## src/rtl/fetch_pkg.sv

```systemverilog
// fetch_pkg: shared types and constants for the instruction-fetch stage.
//   fetch_state_t : fetch FSM state encoding (REQ, WAIT, HOLD, DISCARD)
//   hold_entry_t  : {inst, pc4} payload parked while IF/ID is stalled
//   RESET_PC_DEFAULT, NOP_INST : reset address and the all-zero NOP word
package fetch_pkg;

    localparam int unsigned XLEN = 32;

    localparam logic [XLEN-1:0] RESET_PC_DEFAULT = 32'h0000_0000;
    localparam logic [XLEN-1:0] NOP_INST         = 32'h0000_0000;
    localparam logic [XLEN-1:0] PC_STEP          = 32'h0000_0004;

    typedef enum logic [1:0] {
        REQ     = 2'd0,
        WAIT    = 2'd1,
        HOLD    = 2'd2,
        DISCARD = 2'd3
    } fetch_state_t;

    typedef struct packed {
        logic [XLEN-1:0] inst;
        logic [XLEN-1:0] pc4;
    } hold_entry_t;

endpackage

```

## src/rtl/fetch_hold_buf.sv

```systemverilog
// fetch_hold_buf: 64-bit enable register parking one fetched {inst, pc4}
// while the IF/ID register is held by a load-use stall.
//   Clk  : clock
//   Clrn : asynchronous active-low clear (buffer returns to NOP / 0)
//   en   : load d on the rising edge
//   d    : {inst, pc4} to capture
//   q    : buffered {inst, pc4}
module fetch_hold_buf
    import fetch_pkg::*;
(
    input  logic        Clk,
    input  logic        Clrn,
    input  logic        en,
    input  hold_entry_t d,
    output hold_entry_t q
);

    always_ff @(posedge Clk or negedge Clrn) begin
        if (!Clrn) begin
            q.inst <= NOP_INST;
            q.pc4  <= '0;
        end else if (en) begin
            q <= d;
        end
    end

endmodule

```

## src/rtl/fetch_unit.sv

```systemverilog
// fetch_unit: instruction-fetch stage feeding the IF/ID pipeline register.
// Owns the PC, keeps at most one request to a variable-latency instruction
// memory in flight, and drives IF/ID data, write enable and clear.
//   Clk, Clrn            : clock, asynchronous active-low reset
//   stall                : load-use hold request from the hazard unit
//   br_taken, br_target  : resolved redirect and its address
//   imem_req, imem_addr  : request strobe / address (always the PC)
//   imem_valid, imem_rdata : response strobe / instruction word
//   if_inst, if_pc4      : IF/ID D inputs (meaningful when if_e=1)
//   if_e, if_condep      : IF/ID write enable and clear (clear dominates)
module fetch_unit
    import fetch_pkg::*;
#(
    parameter logic [31:0] RESET_PC = RESET_PC_DEFAULT
) (
    input  logic        Clk,
    input  logic        Clrn,
    input  logic        stall,
    input  logic        br_taken,
    input  logic [31:0] br_target,
    output logic        imem_req,
    output logic [31:0] imem_addr,
    input  logic        imem_valid,
    input  logic [31:0] imem_rdata,
    output logic [31:0] if_inst,
    output logic [31:0] if_pc4,
    output logic        if_e,
    output logic        if_condep
);

    fetch_state_t state, state_nxt;
    logic [31:0]  pc, pc_nxt;
    logic [31:0]  pc4;
    logic         hold_load;
    hold_entry_t  hold_d, hold_q;
    logic         deliver;

    // Modulo-2^32 increment: FFFF_FFFC wraps to 0.
    assign pc4 = 32'(pc + PC_STEP);

    // State and PC registers.
    always_ff @(posedge Clk or negedge Clrn) begin
        if (!Clrn) begin
            state <= REQ;
            pc    <= RESET_PC;
        end else begin
            state <= state_nxt;
            pc    <= pc_nxt;
        end
    end

    // Next state, next PC and hold-buffer load.
    always_comb begin
        state_nxt = state;
        pc_nxt    = pc;
        hold_load = 1'b0;
        case (state)
            REQ: begin
                if (br_taken) begin
                    pc_nxt    = br_target;
                    state_nxt = DISCARD;
                end else begin
                    state_nxt = WAIT;
                end
            end
            WAIT: begin
                if (!imem_valid) begin
                    if (br_taken) begin
                        pc_nxt    = br_target;
                        state_nxt = DISCARD;
                    end
                end else if (br_taken) begin
                    pc_nxt    = br_target;
                    state_nxt = REQ;
                end else if (stall) begin
                    hold_load = 1'b1;
                    state_nxt = HOLD;
                end else begin
                    pc_nxt    = pc4;
                    state_nxt = REQ;
                end
            end
            HOLD: begin
                if (br_taken) begin
                    pc_nxt    = br_target;
                    state_nxt = REQ;
                end else if (!stall) begin
                    pc_nxt    = pc4;
                    state_nxt = REQ;
                end
            end
            DISCARD: begin
                // The stale response must drain before the target is requested.
                if (br_taken) begin
                    pc_nxt = br_target;
                end
                if (imem_valid) begin
                    state_nxt = REQ;
                end
            end
            default: begin
                state_nxt = REQ;
            end
        endcase
    end

    assign hold_d.inst = imem_rdata;
    assign hold_d.pc4  = pc4;

    fetch_hold_buf u_hold_buf (
        .Clk  (Clk),
        .Clrn (Clrn),
        .en   (hold_load),
        .d    (hold_d),
        .q    (hold_q)
    );

    assign deliver   = ((state == WAIT) && imem_valid) || (state == HOLD);
    assign imem_addr = pc;

    // IF/ID control and data; forced to reset values while Clrn is low.
    always_comb begin
        imem_req  = 1'b0;
        if_e      = 1'b0;
        if_condep = 1'b1;
        if_inst   = NOP_INST;
        if_pc4    = '0;
        if (Clrn) begin
            imem_req = (state == REQ);
            if (br_taken) begin
                if_e      = 1'b0;
                if_condep = 1'b1;
            end else if (stall) begin
                if_e      = 1'b0;
                if_condep = 1'b0;
            end else if (deliver) begin
                if_e      = 1'b1;
                if_condep = 1'b0;
            end
            if (state == HOLD) begin
                if_inst = hold_q.inst;
                if_pc4  = hold_q.pc4;
            end else begin
                if_inst = imem_rdata;
                if_pc4  = pc4;
            end
        end
    end

endmodule

```

## config.mk

```make
export PLATFORM = sky130hd
export DESIGN_NAME = fetch_unit
export DESIGN_NICKNAME = d
export VERILOG_FILES = /design/src/rtl/fetch_pkg.sv /design/src/rtl/fetch_hold_buf.sv /design/src/rtl/fetch_unit.sv
export SDC_FILE = /design/constraint.sdc
export NUM_CORES = 1
export LEC_CHECK = 0
export ABC_AREA = 1
export BUFFER_PORTS_ARGS = -buffer_cell sky130_fd_sc_hd__buf_2
export CAP_MARGIN = 30
export CORE_ASPECT_RATIO = 2
export CORE_MARGIN = 2
export CORE_UTILIZATION = 54
export DETAILED_ROUTE_END_ITERATION = 16
export PLACE_DENSITY = 0.82
export SLEW_MARGIN = 15
export SYNTH_ARGS = -nofsm -noshare
export SYNTH_HDL_FRONTEND = slang
export SYNTH_SLANG_ARGS = --single-unit
```

## constraint.sdc

```tcl
create_clock -name Clk -period 1.85 [get_ports Clk]
set_input_delay 0.0925 -clock Clk [delete_from_list [all_inputs] [get_ports Clk]]
set_output_delay 0.0925 -clock Clk [all_outputs]
set_load 0.01 [all_outputs]
```

==> flow_summary.toml, run 1 <==
[cts]
clock_tree.htree_level_count = 3
cts_buffers = 9
cts_tree = "done"
cts_num_sinks = 98
insertion_delay_ns = 0.36
clk_pin_slew_worst_paths_ns = 0.07
cts_buffer_depth = 2
cts-root-buf = "sky130_fd_sc_hd__clkbuf_16"

[worst_setup_path]
reg2reg_setup_slack_ns = -0.16
timing.critical_path.to_type = "output pin"
rr_worst_depth = 15
critical_path_class = "reg2out"
worst-path-max-fanout = 3
timing.rr.start = "imem_addr[2]"
critPathLaunchType = "register"
critical_r2r_capture = "imem_addr[28]"
cp_data_required_time_ns = 1.76
worstPathArrival_ns = 2.10

[final_layout]
final_net_count = 1255
antenna-diode-count = 0
multi_input_area_um2 = 3720
filler_cell_count = 698
final_core_occ_pct = 82.5
areaGrowthSynthToFinish_pct = 48.8
drive_gt1_share_pct = 39.4
final-seq-area_um2 = 2460

[placement]
dp_hpwl_um = 14500
gp_routability_congestion = 0.984
buffer_ports.inserted = 167

[synth]
syn_avg_cell_area_um2 = 6.80
synth-seq-cells = 98
synth_nets = 994
netlist-cell-type-count = 39
synth.top_cell.area_share_pct = 39.2
post_synth_inst_count = 919
yosys-top-cells-area = "sky130_fd_sc_hd__dfrtp_1, sky130_fd_sc_hd__nand2_1, sky130_fd_sc_hd__o21ai_0"
syn-cell-area_um2 = 6250
number_of_synthesized_flops_with_an_enable_pin = 0
yosys.area.top_type = "sky130_fd_sc_hd__dfrtp_1"
ys_seq_area_share_pct = 39.2
yosys_most_used_dff = "sky130_fd_sc_hd__dfrtp_1"
synth-warning-count = 0
async_flop_share_pct = 100

[global_routing]
via_count_of_the_first_global_routing_pass = 6853
grt_max_degree = 78
grt_pass1_wl_um = 33100
antenna_violations_before_repair = 0
residual_overflow_from_global_routing = 0
grt_use_total_pct = 34.3

[sta]
rsz_0062_raised_after_global_routing = "yes"
fmax_ghz = 0.457
setup-tns-final_ns = -7.35
timing.final.ws_setup_ns = -0.339
final_min_period_over_clock_period_pct = 118
clock-skew-final_ns = 0.0119
finalWorstPathRequiredPeriod_ns = 2.19
fin_hold_ws_ns = -0.00213
drv_slew = 0
setup_viol_count_final = 54
hold_viol_final = 2
tightestPinTransition_ns = 0.524
slew_headroom_pct = 65.1

[die]
die_width_um = 80.1
floorplan.die_area_um2 = 12500
core_area_um2 = 11300
design.portCount = 168
starting_utilization_of_the_core_area_pct = 55.4
die_h_um = 156
rows = 55

[routing]
post_detailed_route_count_of_antenna_violating_nets = 0
detail_route.first_pass.iterations = 5
detail_route.drc_violations = 0
route.final.wire_length_um = 26000
avgRoutedWirePerCell_um = 19.6
drt-vias-per-instance = 6.02
dr.first_iter.drc_count = 761
via_count = 7984

[worst_hold_path]
number_of_instances_on_the_worst_hold_path = 3
hold_path.class = "in2reg"
timing.hold.worst.start = "imem_rdata[28]"
min_to = "u_hold_buf.q[60]"

[flow_run]
cap_violations = 0

[power_and_ir_drop]
leakagePower_nw = 4.92
pwr_density_cell_nw_per_um2 = 1580
vdd_ir_drop_max_v = 0.00113

[status]
outcome = "finished with violations"
violations = "hold timing, setup timing"
sequential cells by signal (all words and copies together), names as in the netlist:
signal,count
state,2
imem_addr,32
u_hold_buf.q,64
report_power, final:
part           switching (mW)  total (mW)  internal, mW  leakage (nW)
sequential              0.775        3.89          3.12          1.23
clock                   0.922        1.99          1.07         0.150
combinational            5.09        8.80          3.71          3.54
total                    6.78        14.7          7.90          4.92
Yosys cell counts (11+ instances only):
library cell and number:
sky130_fd_sc_hd__a21oi_1 53, sky130_fd_sc_hd__buf_2 18, sky130_fd_sc_hd__clkbuf_1 22, sky130_fd_sc_hd__dfrtp_1 98, sky130_fd_sc_hd__inv_1 121, sky130_fd_sc_hd__nand2_1 261, sky130_fd_sc_hd__nand3_1 29, sky130_fd_sc_hd__nor2_1 58
sky130_fd_sc_hd__o211ai_1 11, sky130_fd_sc_hd__o21ai_0 121, sky130_fd_sc_hd__o21ai_1 31, sky130_fd_sc_hd__xor2_1 12
layer usage:
layer	track usage (%)	vias up	wire, um
li1	-	3464	-
met1	37.1	3657	8300
met2	60.1	656	13000
met5	0	-	0
met3	4.80	207	2520
met4	23.5	0	2170
layout make-up:
type | count | share of cell area, %
timing repair buffer | 298 | 23.1
multi-input combinational | 645 | 39.9
tap | 142 | 1.91
clock inverter | 6 | 0.807
clock buffer | 10 | 2.46
inverter | 128 | 5.30
sequential | 98 | 26.5
critical path, cell delays in order, from the launching register on:
cell	delay, ns
sky130_fd_sc_hd__dfrtp_1	0.43
sky130_fd_sc_hd__nand2_1	0.16
sky130_fd_sc_hd__nor2_1	0.19
sky130_fd_sc_hd__nand2_1	0.16
sky130_fd_sc_hd__nor2_2	0.22
sky130_fd_sc_hd__xor2_2	0.19
sky130_fd_sc_hd__o21ai_2	0.10
sky130_fd_sc_hd__buf_4	0.14
sky130_fd_sc_hd__inv_1	0.04
sky130_fd_sc_hd__buf_2	0.11
worst max-delay path by stage:
stage                             to     startpoint  cells past startpoint
after floorplan           if_pc4[24]       state[0]                      9
final                     if_pc4[16]  imem_addr[13]                      9
after global placement    if_pc4[12]   imem_addr[2]                      9
after detailed placement  if_pc4[12]   imem_addr[2]                      9
after CTS                 if_pc4[16]   imem_addr[3]                     10
after global routing      if_pc4[28]   imem_addr[2]                     12
what timing repair did:
item / 4_1_cts / 5_1_grt
gates cloned: 3 / 5
hold buffers: 3 / 0
resized for setup: 64 / 159
pin swaps: 18 / 44
endpoints found under the setup margin: 66 / 77
hold endpoints to repair: 100 / 0
buffers inserted: 32 / 34
cells by family (layout without fill, tap and decap cells):
family	count (synthesis)	count (layout)	share of synthesized area [%]
XOR/XNOR	12	12	1.68
multiplexers	3	3	0.480
AO/OA/AOI/OAI	237	237	20.1
adder cells (fa/ha/maj)	6	6	1.20
buffers and inverters	176	442	11.2
AND/OR/NAND/NOR	387	387	26.1
flip-flops	98	98	39.2
placed cells by master, fill, tap and decap left out, types with 10 or more instances in the layout:
cell and n:
sky130_fd_sc_hd__o21ai_1 33, sky130_fd_sc_hd__buf_4 97, sky130_fd_sc_hd__buf_6 17, sky130_fd_sc_hd__nor2_4 15
sky130_fd_sc_hd__buf_2 164, sky130_fd_sc_hd__nand3_2 10, sky130_fd_sc_hd__o211ai_1 11, sky130_fd_sc_hd__inv_1 119
sky130_fd_sc_hd__nor2_2 11, sky130_fd_sc_hd__nand2_1 227, sky130_fd_sc_hd__o21ai_0 84, sky130_fd_sc_hd__nor2_1 45
sky130_fd_sc_hd__dfrtp_1 90, sky130_fd_sc_hd__clkbuf_16 13, sky130_fd_sc_hd__nand2_2 33, sky130_fd_sc_hd__a21oi_1 46
sky130_fd_sc_hd__o21ai_2 33, sky130_fd_sc_hd__nand3_1 19
through the flow:
step                power [mW]  std cells  setup slack [ns]  cell area (um^2)
floorplan                 7.30        919             0.219              6250
global placement          9.78       1234           -0.0996              7540
detailed placement        9.91       1234            -0.109              7540
CTS                       12.8       1288            -0.293              8440
global route              15.4       1327            -0.483              9310
finish                    14.7       1327            -0.339              9310
Power figures use the tool's default switching activity.
==> inputs of run 2 (changes only) <==
==> constraint.sdc (replaced) <==
create_clock -name Clk -period 1.85 [get_ports Clk]
set_input_delay 0.185 -clock Clk [delete_from_list [all_inputs] [get_ports Clk]]
set_output_delay 0.185 -clock Clk [all_outputs]
set_load 0.01 [all_outputs]
==> run 2 against run 1 <==
Against the previous run: flip-flop and latch count unchanged; highest routed layer unchanged; combinational power up 8.6%; critical path depth up 2; the run ends with setup timing left.
==> flow_summary.toml, run 2 (same netlist as run 1, synthesis figures left out) <==
[sta]
slew_headroom_pct = 72.7
setup_viol_count_final = 75
fin_hold_ws_ns = 0.0941
drv_slew = 0
rsz_0062_raised_after_global_routing = "yes"
final_min_period_over_clock_period_pct = 129
hold_viol_final = 0
finalWorstPathRequiredPeriod_ns = 2.38
clock-skew-final_ns = 0.0129
tightestPinTransition_ns = 0.410
timing.final.ws_setup_ns = -0.532
setup-tns-final_ns = -17.80
fmax_ghz = 0.420

[worst_setup_path]
critical_r2r_capture = "imem_addr[28]"
maximum_single_stage_delay_on_the_critical_path_ns = 0.48
timing.rr.start = "imem_addr[17]"
worst-path-max-fanout = 3
critPathSlowestCell = "sky130_fd_sc_hd__dfrtp_1"
reg2reg_setup_slack_ns = -0.32
critical_path_class = "reg2out"
crit_end = "if_pc4[30]"
rr_worst_depth = 14
worst_path_most_repeated_cell = "sky130_fd_sc_hd__nand2_1"
timing.critical_path.to_type = "output pin"
worstPathArrival_ns = 2.20
crit_path_start = "imem_addr[13]"
critPathLaunchType = "register"
cp_data_required_time_ns = 1.66
cp_cell_sequence = "nand2_2, nor2_2, nand2_1, nor2_2, buf_4, nand2_1, nand2_1, nand2_1, o21bai_1, inv_1, buf_2"

[power_and_ir_drop]
switching_share_pct = 46.5
combinationalPowerShare_pct = 62.0
vdd_ir_drop_max_v = 0.00100
pwr_density_cell_nw_per_um2 = 1630
switching_power_mw = 7.16
sequentialPowerShare_pct = 25.5
p_total_mw = 15.4
leakagePower_nw = 5.02
cell_int_power_mw = 8.25
clock_power_share_pct = 12.5

[final_layout]
final_net_count = 1267
areaGrowthSynthToFinish_pct = 51.3
drive_gt1_share_pct = 41.1
finalNonFillerCells = 1339
largest_register_ffs = 64
final_cell_mix = "sky130_fd_sc_hd__nand2_1, sky130_fd_sc_hd__buf_2, sky130_fd_sc_hd__buf_4"
antenna-diode-count = 0
reg_with_most_ffs = "u_hold_buf.q"
leading_cell_type_in_the_layout_fill_and_taps_excluded = "sky130_fd_sc_hd__nand2_1"

[cts]
clk_pin_slew_worst_paths_ns = 0.08
insertion_delay_ns = 0.36
cts_num_sinks = 98
clock_tree.htree_level_count = 3
cts_tree = "done"
cts_buffer_depth = 2
cts-root-buf = "sky130_fd_sc_hd__clkbuf_16"
cts_buffers = 9

[global_routing]
grt_pass1_wl_um = 35300
grt_max_degree = 82
grt_util_met2_pct = 62.7
global_route.peak_usage_layer = "met2"
grt_use_total_pct = 37.2
gr-usage-met1_pct = 40.3
antenna_violations_before_repair = 0
grt_util_met3_pct = 5.90
residual_overflow_from_global_routing = 0
via_count_of_the_first_global_routing_pass = 7070

[routing]
avgRoutedWirePerCell_um = 19.9
post_detailed_route_count_of_antenna_violating_nets = 0
drt-vias-per-instance = 5.93
detail_route.first_pass.iterations = 6
via_count = 7938
dr.first_iter.drc_count = 934
detail_route.drc_violations = 0
route.final.wire_length_um = 26700

[placement]
buffer_ports.inserted = 167
gp_routability_congestion = 1.03
dp_hpwl_um = 15000
dp_worst_setup_slack_ns = -0.000749
place.detailed.instances = 1265

[worst_hold_path]
hold_path.class = "in2reg"

[status]
violations = "setup timing"
outcome = "finished with violations"

[die]
die_width_um = 80.1
floorplan.die_area_um2 = 12500
die_h_um = 156
design.portCount = 168
starting_utilization_of_the_core_area_pct = 55.4
core_area_um2 = 11300
rows = 55

[flow_run]
cap_violations = 0
[run 2: changes by cell type in the layout (fill, tap and decap cells not counted), moves of 5 or more]
cell / delta
sky130_fd_sc_hd__a21oi_2: +23
sky130_fd_sc_hd__xor2_1: +6
sky130_fd_sc_hd__a21oi_1: -26
sky130_fd_sc_hd__buf_4: +19
sky130_fd_sc_hd__o21ai_0: -7
sky130_fd_sc_hd__buf_2: -5
sky130_fd_sc_hd__o21ai_2: -22
sky130_fd_sc_hd__inv_2: +6
sky130_fd_sc_hd__inv_1: -6
sky130_fd_sc_hd__o21ai_1: +26
[run 2: how the worst min path moves through the flow]
stage,slack [ns],cells past startpoint,startpoint,to
after floorplan,-0.11,0,Clrn,imem_addr[0]
after global placement,0.18,2,Clrn,u_hold_buf.q[20]
after detailed placement,0.17,2,Clrn,u_hold_buf.q[4]
after CTS,0.08,3,imem_rdata[20],u_hold_buf.q[52]
after global routing,0.11,3,imem_rdata[20],u_hold_buf.q[52]
final,0.09,3,imem_rdata[8],u_hold_buf.q[40]
[run 2: area by class of cell]
cell class              count  area [um^2]
clock buffers              10          239
clock inverters             6         57.6
fillers                   633         1830
inverters                 128          498
multi-input cells         645         3730
flip-flops and latches     98         2460
well taps                 142          178
repair buffers            310         2300
[run 2: worst max-delay path: cells and delay by family (launching register included)]
family,cells,cell delay (ns)
AND/OR/NAND/NOR,7,0.85
flip-flops,1,0.48
buffers and inverters,3,0.34
AO/OA/AOI/OAI,1,0.16
[run 2: repair_timing]
item / in CTS / in global routing
gates cloned: 7 / 4
gates resized for setup: 104 / 147
setup endpoints to repair: 66 / 98
pin swaps: 17 / 34
hold buffers: 1 / 1
buffers inserted: 28 / 20
endpoints found under the hold margin: 79 / 79
[run 2: per-stage QoR]
| step | util, % | area [um^2] |
|---|---|---|
| 2_1_floorplan | - | 6250 |
| 3_3_place_gp | 68.8 | 7760 |
| 3_5_place_dp | 68.8 | 7760 |
| 4_1_cts | 77.3 | 8730 |
| 5_1_grt | 83.8 | 9460 |
| 6_report | 83.8 | 9460 |
[run 2: layer usage]
metal	up-vias	part of all wire, %
met3	184	8.6
met5	-	0
met2	594	50
li1	3489	-
met1	3671	32
met4	0	9.2
[run 2: power groups by stage]
| stage | sequential, mW | combinational (mW) | clock (mW) |
|---|---|---|---|
| floorplan | 3.79 | 3.51 | 0 |
| global placement | 3.71 | 6.42 | 0 |
| detailed placement | 3.76 | 6.53 | 0 |
| CTS | 3.76 | 7.88 | 1.90 |
| global route | 4.01 | 10.1 | 2.03 |
| finish | 3.93 | 9.56 | 1.93 |
